--- config.mk ---
export PLATFORM = sky130hd
export DESIGN_NAME = rr_arb_mux
export DESIGN_NICKNAME = d
export VERILOG_FILES = /design/src/rtl/global_defs.sv /design/src/rtl/rr_arbiter.sv /design/src/rtl/rr_arb_mux.sv
export SDC_FILE = /design/constraint.sdc
export NUM_CORES = 1
export LEC_CHECK = 0
export CORE_AREA = 2 2 93 95
export CTS_CLUSTER_SIZE = 40
export DETAILED_ROUTE_END_ITERATION = 8
export DIE_AREA = 0 0 95 97
export HOLD_SLACK_MARGIN = 0.06
export PLACE_DENSITY = 0.76
export SLEW_MARGIN = 10
export SYNTH_ARGS = -nofsm -noshare
export SYNTH_HDL_FRONTEND = slang
export SYNTH_SLANG_ARGS = --single-unit
--- constraint.sdc ---
create_clock -name clk -period 3.13 [get_ports clk]
set_clock_uncertainty 0.05 [all_clocks]
set_input_delay 0.626 -clock clk [delete_from_list [all_inputs] [get_ports clk]]
set_output_delay 0.626 -clock clk [all_outputs]
set_load 0.02 [all_outputs]
--- src/rtl/global_defs.sv ---
// global_defs: shared types and sizing helpers for the arbiter family.
package global_defs;
  typedef enum logic {EDGE_POS, EDGE_NEG} edge_t;
  function automatic int src_w(input int n);
    return (n > 1) ? $clog2(n) : 1;
  endfunction
endpackage

--- src/rtl/rr_arbiter.sv ---
// rr_arbiter: combinational round-robin grant from a rotating priority pointer.
module rr_arbiter
  import global_defs::*;
#(
  parameter int N_INS = 4,
  localparam int SRC_W = src_w(N_INS)
) (
  input  logic [N_INS-1:0] req,
  input  logic [SRC_W-1:0] ptr,
  output logic [N_INS-1:0] grant,
  output logic [SRC_W-1:0] grant_idx
);
  localparam int D = 2 * N_INS;
  logic [D-1:0] w_dbl;
  // Upper copy is never masked, so wrap-around requests are still found.
  always_comb begin
    w_dbl = {req, req} & ~((D'(1) << ptr) - D'(1));
    grant_idx = '0;
    for (int j = D - 1; j >= 0; j--) if (w_dbl[j]) grant_idx = SRC_W'(j % N_INS);
    grant = (|req) ? (N_INS'(1) << grant_idx) : '0;
  end
endmodule

--- src/rtl/rr_arb_mux.sv ---
// rr_arb_mux: registered round-robin N:1 valid/ready mux with one-entry output stage.
// RR_ARB_MUX_ASSERT_EN enables simulation-only protocol checks.
module rr_arb_mux
  import global_defs::*;
#(
  parameter int WIDTH = 32,
  parameter int N_INS = 4,
  localparam int SRC_W = src_w(N_INS)
) (
  input  logic                        clk,
  input  logic                        rst_aL,
  input  logic [N_INS-1:0]            in_valid,
  input  logic [N_INS-1:0][WIDTH-1:0] in_data,
  output logic [N_INS-1:0]            in_ready,
  output logic                        out_valid,
  output logic [WIDTH-1:0]            out_data,
  output logic [SRC_W-1:0]            out_src,
  input  logic                        out_ready
);
  logic [SRC_W-1:0] r_ptr;
  logic             r_valid;
  logic [WIDTH-1:0] r_data;
  logic [SRC_W-1:0] r_src;
  logic [N_INS-1:0] w_grant;
  logic [SRC_W-1:0] w_idx;
  logic             w_load_en;
  logic             w_xfer;
  rr_arbiter #(.N_INS(N_INS)) u_arb (
    .req       (in_valid),
    .ptr       (r_ptr),
    .grant     (w_grant),
    .grant_idx (w_idx)
  );
  // Gating with rst_aL keeps producers from seeing an accept during reset.
  assign w_load_en = rst_aL & (!r_valid | out_ready);
  assign in_ready  = w_grant & {N_INS{w_load_en}};
  assign w_xfer    = |in_ready;
  assign out_valid = r_valid;
  assign out_data  = r_data;
  assign out_src   = r_src;
  always_ff @(posedge clk or negedge rst_aL) begin
    if (!rst_aL) begin
      r_ptr   <= '0;
      r_valid <= 1'b0;
      r_data  <= '0;
      r_src   <= '0;
    end else if (w_xfer) begin
      r_valid <= 1'b1;
      r_data  <= in_data[w_idx];
      r_src   <= w_idx;
      r_ptr   <= (w_idx == SRC_W'(N_INS - 1)) ? '0 : w_idx + 1'b1;
    end else if (out_ready) begin
      r_valid <= 1'b0;
    end
  end
`ifdef RR_ARB_MUX_ASSERT_EN
  edge_t w_chk_edge;
  assign w_chk_edge = EDGE_POS;
  a_onehot: assert property (@(posedge clk) disable iff (!rst_aL) $onehot0(in_ready))
    else $error("%s: in_ready not onehot0 in_ready=%b", w_chk_edge.name(), in_ready);
  a_subset: assert property (@(posedge clk) disable iff (!rst_aL) (in_ready & ~in_valid) == '0)
    else $error("%s: in_ready=%b not within in_valid=%b", w_chk_edge.name(), in_ready, in_valid);
  a_out_hold: assert property (@(posedge clk) disable iff (!rst_aL)
    out_valid && !out_ready |=> $stable(out_data) && $stable(out_src))
    else $error("%s: output changed under backpressure data=%h src=%0d", w_chk_edge.name(), out_data, out_src);
  for (genvar i = 0; i < N_INS; i++) begin : g_hold
    a_in_hold: assert property (@(posedge clk) disable iff (!rst_aL)
      in_valid[i] && !in_ready[i] |=> in_valid[i] && $stable(in_data[i]))
      else $error("%s: channel %0d dropped request valid=%b data=%h", w_chk_edge.name(), i, in_valid, in_data[i]);
  end
`endif
endmodule

Yosys cells after proc, flatten, opt, wreduce, memory -nomap -nowiden
Index checks and enable logic that the tools add are counted.
{"block": "word_totals", "register_bits": 37, "out_inout_bits": 39, "word_cells": 33}
{"block": "op_classes", "addsub": 2, "magnitude_cmp": 1, "n_eq_ne": 1, "shifts": 2, "mux": 14, "n_bitwise": 5, "reduce_logical": 4}
{"op": "$bmux W32 S2", "count": 1}
{"op": "$mux W32", "count": 1}
{"op": "$mux W2", "count": 9}
{"op": "$and A8 B8 Y8", "count": 1}
{"op": "$not A8 Y8", "count": 1}
{"op": "$reduce_or A4 Y1", "count": 2}
{"op": "$shl A1 B2 Y8 const A", "count": 1}
{"op": "$sub A8 B1 Y8 const B", "count": 1}
{"op": "$and A4 B4 Y4", "count": 1}
{"op": "$mux W4", "count": 1}
{"op": "$shl A1 B2 Y4 const A", "count": 1}
{"op": "$lt A2 B3 Y1 const B", "count": 1}
{"op": "$add A2 B1 Y2 const B", "count": 1}
{"op": "$eq A2 B2 Y1 const B", "count": 1}
{"op": "$mux W1", "count": 2}
{"op": "$reduce_bool A2 Y1", "count": 1}
{"op": "$and A1 B1 Y1", "count": 1}
{"op": "$logic_not A1 Y1", "count": 1}
{"op": "$or A1 B1 Y1", "count": 1}

Depth between registers and ports, before layout
{"block": "depth", "ltp_word": 17, "ltp_mapped": 14}

By module
From an unflattened synthesis, not the netlist that was laid out.
{"block": "unflattened", "cells_unflattened": 147, "hier_area_um2": 2524.9}
{"mod": "rr_arb_mux", "n_inst": 1, "cells_each": 126, "area_each_um2": 2359.8, "seq_area_each_um2": 925.9}
{"mod": "rr_arbiter", "n_inst": 1, "cells_each": 21, "area_each_um2": 165.2, "seq_area_each_um2": 0.0}

Least setup slack after synthesis
Ideal clock, no wire load.
{"block": "synth_timing", "kind": "flip-flop to flip-flop", "start": "reg r_ptr[1]", "end": "reg r_data[0] (netlist: out_data[0])", "setup_ns": 0.133, "arrival_ns": 3.221, "slack_ns": -0.274, "stages_incl_launch_ff": 14, "n_path_buf": 3, "path_cell_list": "dfrtp_1 > or2_2 > ha_1 > nor2b_1 > o2bb2ai_1 > o32ai_4 > buf_6 > buf_8 > inv_2 > ha_1 > o41ai_1 > nand2b_1 > buf_2 > o221ai_2"}
{"block": "synth_between", "elab_chain_cells": 16, "elab_cells_between_ends": 18, "classes_between": "1 x add/sub; 2 x shift; 11 x mux; 3 x bitwise; 1 x reduce/logical"}
{"element": "start, declared", "line": "rr_arb_mux.sv:20", "text": "logic [SRC_W-1:0] r_ptr;"}
{"element": "start signal, assigned", "line": "rr_arb_mux.sv:51", "text": "r_ptr <= (w_idx == SRC_W'(N_INS - 1)) ? '0 : w_idx + 1'b1;"}
{"element": "$shl A1 B2 Y8 *", "line": "rr_arbiter.sv:17", "text": "w_dbl = {req, req} & ~((D'(1) << ptr) - D'(1));"}
{"element": "$sub A8 B1 Y8 *", "line": "rr_arbiter.sv:17"}
{"element": "$not A8 Y8 *", "line": "rr_arbiter.sv:17"}
{"element": "$and A8 B8 Y8 *", "line": "rr_arbiter.sv:17"}
{"element": "$mux W2 (7 in a row)", "line": "rr_arbiter.sv:19", "text": "for (int j = D - 1; j >= 0; j--) if (w_dbl[j]) grant_idx = SRC_W'(j % N_INS);"}
{"element": "$mux W2 *", "line": "rr_arbiter.sv:19"}
{"element": "named net u_arb.grant_idx[0]", "line": "rr_arbiter.sv:11", "text": "output logic [SRC_W-1:0] grant_idx"}
{"element": "$shl A1 B2 Y4", "line": "rr_arbiter.sv:20", "text": "grant = (|req) ? (N_INS'(1) << grant_idx) : '0;"}
{"element": "$mux W4", "line": "rr_arbiter.sv:20"}
{"element": "$and A4 B4 Y4", "line": "rr_arb_mux.sv:36", "text": "assign in_ready = w_grant & {N_INS{w_load_en}};"}
{"element": "$reduce_or A4 Y1", "line": "rr_arb_mux.sv:37", "text": "assign w_xfer = |in_ready;"}
{"element": "end signal, assigned", "line": "rr_arb_mux.sv:49", "text": "r_data <= in_data[w_idx];"}
{"element": "end, declared", "line": "rr_arb_mux.sv:22", "text": "logic [WIDTH-1:0] r_data;"}
Mark *: on every way through the listed nets, which the timed path passes. The rest lies on a longest branch. The select of a mux whose other input is x is not followed.
A chain may end at the register's enable or synchronous reset.

Worst setup path after layout
{"block": "layout_timing", "start": "in in_valid[0]", "end": "out in_ready[3]"}
{"block": "layout_between", "elab_chain_cells": 9, "elab_cells_between_ends": 10, "classes_between": "1 x shift; 6 x mux; 2 x bitwise; 1 x reduce/logical"}
{"element": "start, declared", "line": "rr_arb_mux.sv:12", "text": "input logic [N_INS-1:0] in_valid,"}
{"element": "$and A8 B8 Y8 *", "line": "rr_arbiter.sv:17"}
{"element": "$mux W2 (4 in a row)", "line": "rr_arbiter.sv:19"}
{"element": "$mux W2 *", "line": "rr_arbiter.sv:19"}
{"element": "named net u_arb.grant_idx[1]", "line": "rr_arbiter.sv:11"}
{"element": "$shl A1 B2 Y4 *", "line": "rr_arbiter.sv:20"}
{"element": "$mux W4 *", "line": "rr_arbiter.sv:20"}
{"element": "$and A4 B4 Y4 *", "line": "rr_arb_mux.sv:36"}
{"element": "end, declared", "line": "rr_arb_mux.sv:14", "text": "output logic [N_INS-1:0] in_ready,"}
Mark *: on every way through the listed nets, which the timed path passes. The rest lies on a longest branch.

==> flow_summary_export.csv <==
group,metric,value,unit
run_status,status,"finished, final reports clean",
cells_and_area,nets,553,
sta,fmax,328,MHz
clock_network,clkSlewWorstSetupHoldPaths,0.07,ns
power,powerDensity,887,nW/um^2
sta,fin_crit_sh,97.5,%
synthesis,async_reset_ff_share,100,%
critical_path,crit_arrival,2.38,ns
clock_network,cts_tree,"done",
critical_path,cp.required,2.45,ns
synthesis,syn_area,2620,um^2
routing,drc_errors,0,
clock_network,cts.sinks,37,
critical_path,critPathKind,"input port to output pin",
floorplan,die_w,95,um
synthesis,ys_warn_count,0,
routing,drt_wl_total,8110,um
power,seqPwrFrac,20.1,%
routing,wire_per_inst,15.6,um
place,dpl_cell_area,4590,um^2
synthesis,ys_ff_latch,37,
clock_network,cts_buffers,5,
synthesis,synth-edff-count,0,
sta,max-slew-margin-rel,59.5,%
critical_path,crit_buf_inv,2,
routing,viasPerCell,4.90,
sta,timing.final.ws_setup,0.0782,ns
sta,setup_viol,0,
critical_path,cpPeakStageDelay,0.51,ns
synthesis,synth_nets,365,
power,p_comb_share,71.1,%
synthesis,synthCells,225,
clock_network,ctsHoldBuffers,0,
critical_path,critical_path.endpoint_type,"output pin",
synthesis,synth_top_area_share,35.4,%
grt,grt_max_degree,38,
min_path,hold_class,"input port to async pin",
synthesis,syn_avg_cell_area,11.6,um^2
sta,drv_slew,0,
synthesis,ys.flop_type,"dfrtp_1",
power,ir_worst_vdd,416,uV
floorplan,num_io_pins,174,
grt,antenna_found_initial,0,
power,leakage,1.99,nW
floorplan,row_count,33,
place,io_buffer_count,173,
cells_and_area,fin_util,58.2,%
synthesis,ys_types,32,
grt,grt_pass1_vias,2630,
cells_and_area,syn_to_final_growth,80.6,%
power,clock_power_share,8.8,%
power,p_int,2.44,mW
sta,tightest_slew,0.607,ns
job,maxCapViolCount,0,
clock_network,clockBufferDepth,2,
clock_network,htreeDepth,2,
place,post-dp-hpwl,6390,um
power,swShare,41.9,%
critical_path,path_delay_family,"buffers and inverters",
grt,grt_overflow,0,
cells_and_area,most-common-layout-cells,"168 x clkdlybuf4s50_1, 64 x mux2i_1, 37 x nand2_1, 37 x dfrtp_1, 29 x o221ai_2",
critical_path,crit_fanout,3,
critical_path,startpoint_type,"input port",
cells_and_area,antenna_cells,0,
power,power_switching,1.76,mW
cells_and_area,design_area,4730,um^2
routing,drt_pass1_iterations,4,
sta,period_needed,3.05,ns
place,gp_routability_congestion,0.780,
floorplan,core-area,8130,um^2
sta,hold_viol,0,
sta,grt_setup_unrepaired,"no",
floorplan,die_area,9220,um^2
floorplan,die_h,97,um
cells_and_area,drive_above_1_share,20.0,%
grt,grt_first_pass_wirelength,12600,um
clock_network,insertion_delay,0.28,ns
routing,drtAntennaViolNets,0,
critical_path,cp_slowest_cell,"clkdlybuf4s50_1",
floorplan,initial_core_util,32.2,%
synthesis,ys_seq_area_share,35.4,%
routing,drt_iter0_drc,53,
grt,grt_usage,17.4,%
routing,vias,2544,
place,pre_cts_ws,-0.349,ns
critical_path,crit_chain,"clkdlybuf4s50_1 > nand2b_1 > or2_2 > o311a_1 > ha_1 > and2_1 > clkdlybuf4s15_1",
synthesis,synthTopCellsByArea,"dfrtp_1 35%, mux2i_1 24%, o221ai_2 17%, nand2_1 5.3%, ha_1 2.4%",
synthesis,yosys.area.top_type,"dfrtp_1",
cells_and_area,layout_commonest_cell,"clkdlybuf4s50_1",
clock_network,cts_root_buffer,"clkbuf_8",
## cell usage after synthesis (2+ instances only)
master,number
mux2i_1,64
dfrtp_1,37
nand2_1,37
o221ai_2,29
buf_2,8
ha_1,5
and2_1,4
buf_6,4
nand2b_1,4
buf_8,3
nor2b_1,3
o221ai_1,3
clkbuf_1,2
inv_1,2
inv_2,2
or2_2,2
## kinds of logic after synthesis
logic type	after synthesis	synth area share, %
AO/OA/AOI/OAI	42	21.4
adder cells (fa/ha/maj)	5	2.39
flip-flops	37	35.4
buffers and inverters	22	6.12
multiplexers	65	24.9
AND/OR/NAND/NOR	54	9.89
## final timing paths
check | endpoint | depth (start not counted) | slack [ns] | startpoint
worst min register to register | out_data[1] | 2 | 0.44 | out_data[1]
min in group clk | out_data[1] | 2 | 0.44 | out_data[1]
worst min-delay path | out_data[25] | 2 | 0.35 | rst_aL
worst max register to register | out_data[12] | 13 | 0.17 | r_ptr[1]
max in group asynchronous | out_data[10] | 2 | 2.34 | rst_aL
worst max-delay path | in_ready[3] | 7 | 0.08 | in_valid[0]
## registers in the layout, summed over array words and instances, names as in the netlist
register	flops
out_src	2
out_data	32
out_valid	1
r_ptr	2
## power by group through the flow
stage          registers (mW)  clock network (mW)  logic [mW]
2_1_floorplan            1.12                   0        1.65
3_3_place_gp            0.840                   0        2.89
3_5_place_dp            0.851                   0        2.95
4_1_cts                 0.846               0.386        2.99
5_1_grt                 0.872               0.413        3.23
6_report                0.842               0.369        2.99
## layout make-up
| class | count | area, um^2 |
|---|---|---|
| Fill cell | 692 | 3400 |
| Tap cell | 105 | 131 |
| Timing Repair Buffer | 199 | 1960 |
| Inverter | 4 | 15.0 |
| Clock inverter | 1 | 5.00 |
| Sequential cell | 37 | 926 |
| Clock buffer | 7 | 96.3 |
| Multi-Input combinational cell | 166 | 1590 |
## per-layer routing
| metal | up-vias | global-route usage [%] | wire, um |
|---|---|---|---|
| met5 | - | 0 | 0 |
| met4 | 0 | 3.57 | 65 |
| met3 | 5 | 6.23 | 883 |
| met2 | 123 | 32.1 | 4130 |
| met1 | 1195 | 18.7 | 3020 |
| li1 | 1221 | - | - |
## stage by stage
stage / TNS [ns] / hold slack [ns] / instances / power (mW)
after floorplan: 0 / 0.280 / 225 / 2.77
after global placement: -3.01 / 0.409 / 507 / 3.73
final: 0 / 0.349 / 519 / 4.20
after global routing: 0 / 0.372 / 519 / 4.51
after CTS: -0.0120 / 0.359 / 516 / 4.22
after detailed placement: -7.98 / 0.418 / 507 / 3.80
## worst reg2reg max path, stage by stage (launching register included)
cell       delay (ns)
dfrtp_1          0.39
or2_4            0.26
ha_4             0.28
nor2b_1          0.05
o2bb2ai_2        0.13
o32ai_4          0.28
buf_6            0.15
inv_2            0.04
ha_2             0.17
buf_4            0.14
o41ai_4          0.35
nand2b_4         0.26
buf_12           0.18
o221ai_2         0.13
## timing repair
item                                    in CTS  in global routing
endpoints found under the setup margin       4                 35
pin swaps                                    1                  2
gates resized for setup                     13                  8
buffers inserted                             1                  3
Power figures use the tool's default switching activity.
